`src/rtl/opl2_host_if.sv`:
```
// Host-side write port for the OPL2 core: turns YM3812-style bus writes into
// single-cycle register-write transactions {valid, address, data} drained from a small FIFO.
module opl2_host_if #(
  parameter int unsigned FIFO_DEPTH = 4,
  parameter int unsigned MIN_GAP    = 8
) (
  input  logic        clk,
  input  logic        ic_n,
  input  logic        cs_n,
  input  logic        wr_n,
  input  logic        a0,
  input  logic [7:0]  din,
  output logic [16:0] opl2_reg_wr,
  output logic        busy,
  output logic        overflow
);

  localparam int unsigned PW = $clog2(FIFO_DEPTH);
  localparam logic [PW:0] CNT_FULL = (PW+1)'(FIFO_DEPTH);
  localparam logic [PW:0] CNT_ONE  = {{PW{1'b0}}, 1'b1};
  localparam logic [7:0]  GAP_LOAD = 8'(MIN_GAP);

  typedef enum logic [1:0] {IDLE, EMIT, GAP} state_t;

  state_t          state;
  logic            act, act_q, strobe, push_req, push, pop;
  logic [7:0]      addr_latch;
  logic [15:0]     mem [FIFO_DEPTH];
  logic [PW-1:0]   wr_ptr, rd_ptr, rd_nxt;
  logic [PW:0]     count, count_next;
  logic [15:0]     head_next;
  logic [7:0]      gap_cnt;
  logic            valid_q;
  logic [7:0]      addr_q, data_q;

  assign act        = ~cs_n & ~wr_n;
  assign strobe     = act & ~act_q;
  assign push_req   = strobe & a0;
  assign pop        = (state == EMIT);
  // A full FIFO still accepts a write in the cycle its head is being popped.
  assign push       = push_req & ((count != CNT_FULL) | pop);
  assign count_next = count + {{PW{1'b0}}, push} - {{PW{1'b0}}, pop};
  assign rd_nxt     = rd_ptr + 1'b1;
  // Back-to-back emission: if only the popped entry remains, the next head is the write landing now.
  assign head_next  = (count == CNT_ONE) ? {addr_latch, din} : mem[rd_nxt];

  assign busy        = (count != '0) | (state != IDLE);
  assign opl2_reg_wr = {valid_q, addr_q, data_q};

  always_ff @(posedge clk or negedge ic_n) begin
    if (!ic_n) begin
      act_q      <= 1'b0;
      addr_latch <= '0;
      overflow   <= 1'b0;
      wr_ptr     <= '0;
      rd_ptr     <= '0;
      count      <= '0;
    end else begin
      act_q    <= act;
      overflow <= push_req & ~push;
      count    <= count_next;
      if (strobe & ~a0)
        addr_latch <= din;
      if (push)
        wr_ptr <= wr_ptr + 1'b1;
      if (pop)
        rd_ptr <= rd_nxt;
    end
  end

  always_ff @(posedge clk) begin
    if (push)
      mem[wr_ptr] <= {addr_latch, din};
  end

  always_ff @(posedge clk or negedge ic_n) begin
    if (!ic_n) begin
      state   <= IDLE;
      gap_cnt <= '0;
      valid_q <= 1'b0;
      addr_q  <= '0;
      data_q  <= '0;
    end else begin
      case (state)
        IDLE: begin
          if (count != '0) begin
            state            <= EMIT;
            valid_q          <= 1'b1;
            {addr_q, data_q} <= mem[rd_ptr];
          end
        end
        EMIT: begin
          if (MIN_GAP == 0) begin
            if (count_next != '0) begin
              valid_q          <= 1'b1;
              {addr_q, data_q} <= head_next;
            end else begin
              valid_q <= 1'b0;
              state   <= IDLE;
            end
          end else begin
            valid_q <= 1'b0;
            gap_cnt <= GAP_LOAD;
            state   <= GAP;
          end
        end
        GAP: begin
          gap_cnt <= gap_cnt - 8'd1;
          if (gap_cnt <= 8'd1)
            state <= IDLE;
        end
        default: begin
          state   <= IDLE;
          valid_q <= 1'b0;
        end
      endcase
    end
  end

endmodule

```
`config.mk`:
```
export PLATFORM = sky130hd
export DESIGN_NAME = opl2_host_if
export DESIGN_NICKNAME = d
export VERILOG_FILES = /design/src/rtl/opl2_host_if.sv
export SDC_FILE = /design/constraint.sdc
export NUM_CORES = 1
export LEC_CHECK = 0
export CORE_MARGIN = 4
export CORE_UTILIZATION = 30
export DETAILED_ROUTE_END_ITERATION = 7
export PLACE_DENSITY_LB_ADDON = 0.2
export SETUP_SLACK_MARGIN = 0.15
export SYNTH_ARGS = -nofsm -noshare
export SYNTH_HDL_FRONTEND = slang
export SYNTH_SLANG_ARGS = --single-unit
```
`constraint.sdc`:
```
create_clock -name clk -period 2.7 [get_ports clk]
set_clock_uncertainty 0.1 [all_clocks]
set_input_delay 0.54 -clock clk [delete_from_list [all_inputs] [get_ports clk]]
set_output_delay 0.54 -clock clk [all_outputs]
set_load 0.02 [all_outputs]
```
==> key figures <==
Global routing
  • Global-route wire length before repair: 12.7 mm
  • GRT Util Overall: 10.2%
  • Via count of the first global-routing pass: 2296
  • Largest net degree at the start of global routing: 24
  • Congestion Overflow GR: 0
  • Initial antenna violation count: 0

Setup path
  • Worst-path cell chain: inv_1, ha_1, or4b_4, clkbuf_2
  • CP bufs+invs: 2
  • Cell family with most CP delay: simple AND/OR/NAND/NOR gates
  • Crit path DAT: 1.80 ns
  • CP peak stage delay: 0.51 ns
  • Startpoint Class: flip-flop
  • Slowest-stage cell, CP: or4b_4
  • WS Path Type: flip-flop to output port
  • Critical-path maximum fanout: 4
  • CP required: roughly 2.1 ns
  • CP endpoint kind: output port

Timing
  • Min Tclk post-route: 2.44 ns
  • Total negative slack: 0 ns
  • Fmax: about 410 MHz
  • Final Setup Violations: 0
  • Worst Slack Setup Final: approximately 0.26 ns
  • Unrepaired setup endpoints after global routing: false
  • Max-slew violation count: 0
  • Max-slew headroom: 71.8%
  • Worst Tran Pin Value: ~0.42 ns
  • Final period util: approximately nine tenths
  • Final hold vios: 0

Floorplan
  • Die height: 129 um
  • Core Rows: 43
  • Starting density of the core: 31.0%
  • Ports: 32
  • Die ar.: roughly 17000 um2
  • Die width: 129 um
  • Core area: 14100 um2

CTS
  • Clock-pin slew on the worst setup and hold paths: 0.07 ns
  • Root Driver: clkbuf_16
  • H-tree depth: 3
  • Max clock buf depth: 2
  • CTS tree: done
  • Clk_lat worst skew: 0.34 ns
  • CTS buffer count: 9
  • Setup bufs post-CTS: 0
  • Clk sinks: 108

Pwr
  • Lkg Pwr: 0.00196 uW
  • Clock power frac: 23.1%
  • P per Cell Area: roughly 1100 nW/um2
  • Gate power share: 34.8%
  • Sequential Power Share: 42.1%
  • Net Sw Frac: a little under a third
  • Maximum VDD drop: 317 uV
  • Sw Pwr: 1750 uW
  • Pint: slightly below 4000 uW

Layout
  • Nets@finish: about 320
  • Antenna fix cells: 0
  • Most common cell after layout, fill and taps aside: edfxtp_1
  • Layout area overhead: 21.5%
  • Layout cells sized above 1: 25.3%
  • Highest-count cells in the layout ignoring fill and taps: 64 x edfxtp_1, 44 x dfrtp_1, 29 x clkdlybuf4s50_1

Logic synthesis
  • Post-synth top flop: edfxtp_1
  • Post-Syn Area per Cell: 17.8 um2
  • Yosys warns: 0
  • Synth area leader: edfxtp_1
  • Synth area leaders: edfxtp_1 44%, dfrtp_1 25%, mux4_2 8.2%, mux2_2 6.4%, ha_1 3.4%
  • Synth top area share: a little over two fifths
  • Seq/Total Area, Yosys: 69.1%
  • Post-synth ARST share: 40.7%
  • Synthesized cell area: 4370 um2
  • Synthesis-stage register bit count: around 110
  • Mapped Nets: about 270
  • Mapped Cells: between 200 and 250
  • Synth unique cells: 42
  • Number of flops mapped to enable cells by yosys: 64

Job
  • Max_cap viols: 0

Placed design
  • Placer Congestion: 0.724
  • Dpl hpwl: 5.02 mm
  • Setup WS pre-CTS: 0.0468 ns
  • PortBufs: 31

Min path
  • Hold Path Class: flip-flop to flip-flop

Drt
  • Drt total wl: about 7.8 mm
  • Number of remaining DRC errors: 0
  • Final ANT Viol Nets: 0
  • Starting DRT DRC Count: 88
  • Routed length per instance: 16.3 um
  • Pre-Repair DR Iteration Count: 4
  • Vias: about 2200
  • Via density: 4.61

Status
  • Status: completed
[state kept, by name, summed over array words and instances, names as in the netlist]
name,cells
act_q,1
addr_latch,8
addr_q,8
count,3
data_q,8
gap_cnt,8
mem,64
overflow,1
rd_ptr,2
state,2
valid_q,1
wr_ptr,2
[final timing paths]
kind	depth (start not counted)	endpoint	startpoint	slack [ns]
setup / recovery	4	busy	state[1]	0.26
hold / removal	1	data_q[2]	data_q[2]	0.40
setup reg to reg	5	gap_cnt[7]	state[0]	0.40
hold reg to reg	1	data_q[2]	data_q[2]	0.40
max in group asynchronous	3	data_q[5]	ic_n	1.42
min in group asynchronous	2	overflow	ic_n	0.48
[power by group through the flow]
stage               registers, uW  clock network [uW]  logic (uW)
floorplan                    2470                   0        1270
global placement             2390                   0        1970
detailed placement           2410                   0        1990
CTS                          2370                1350        2000
global route                 2420                1420        2180
finish                       2370                1300        1960
[stage by stage]
step           total power [uW]  hold WS [ns]  instance area (um2)  std cells  util (%)
2_1_floorplan              3740         0.144                 4370        246         -
6_report                   5630         0.404                 5310        477      37.7
3_3_place_gp               4360         0.317                 5000        460      35.4
4_1_cts                    5720         0.410                 5300        477      37.6
3_5_place_dp               4400         0.322                 5000        460      35.4
5_1_grt                    6020         0.420                 5310        477      37.7
[per-layer routing]
metal	global-route usage, %	part of all wire [%]	wire length, um
met5	0	0	0
met2	16.0	49	3820
met1	13.5	46	3580
met4	3.89	1.8	137
met3	2.86	2.7	213
[layout make-up]
cell class	count	area (um2)
multi-input cells	115	1260
clock inverters	5	60.1
clock buffers	11	233
fillers	1335	8790
inverters	13	48.8
flip-flops and latches	108	3020
well taps	180	225
repair buffers	45	458
[Yosys cell counts (4+ instances only)]
library cell	n
and2_1	4
edfxtp_1	64
nand2_1	4
or3_1	4
xnor2_1	4
mux2_2	25
o21ai_0	6
inv_1	13
buf_2	4
ha_1	12
dfrtp_1	44
nor2_1	6
mux4_2	16
[worst reg2reg max path: cells and delay by family (launching register included)]
family	cells	cell delay [ns]
buffers and inverters	1	0.09
AND/OR/NAND/NOR	2	0.73
multiplexers	1	0.37
adder cells (fa/ha/maj)	1	0.43
flip-flops	1	0.46
[timing repair]
action | CTS | global route
hold buffers | 1 | 0
pin swaps | 0 | 1
resized for setup | 3 | 3
endpoints found under the hold margin | 7 | 0
setup endpoints to repair | 1 | 2
[logic make-up (layout without fill, tap and decap cells)]
logic type / after synthesis / in the layout / synth area share [%]
compound gates: 18 / 18 / 2.89
xor+xnor: 5 / 5 / 1.00
fa+ha+maj: 13 / 13 / 3.89
buf+inv: 23 / 74 / 2.35
flops: 108 / 108 / 69.1
mux: 44 / 44 / 15.4
simple gates: 35 / 35 / 5.32
Note: power is estimated with default switching activity, not from simulation.
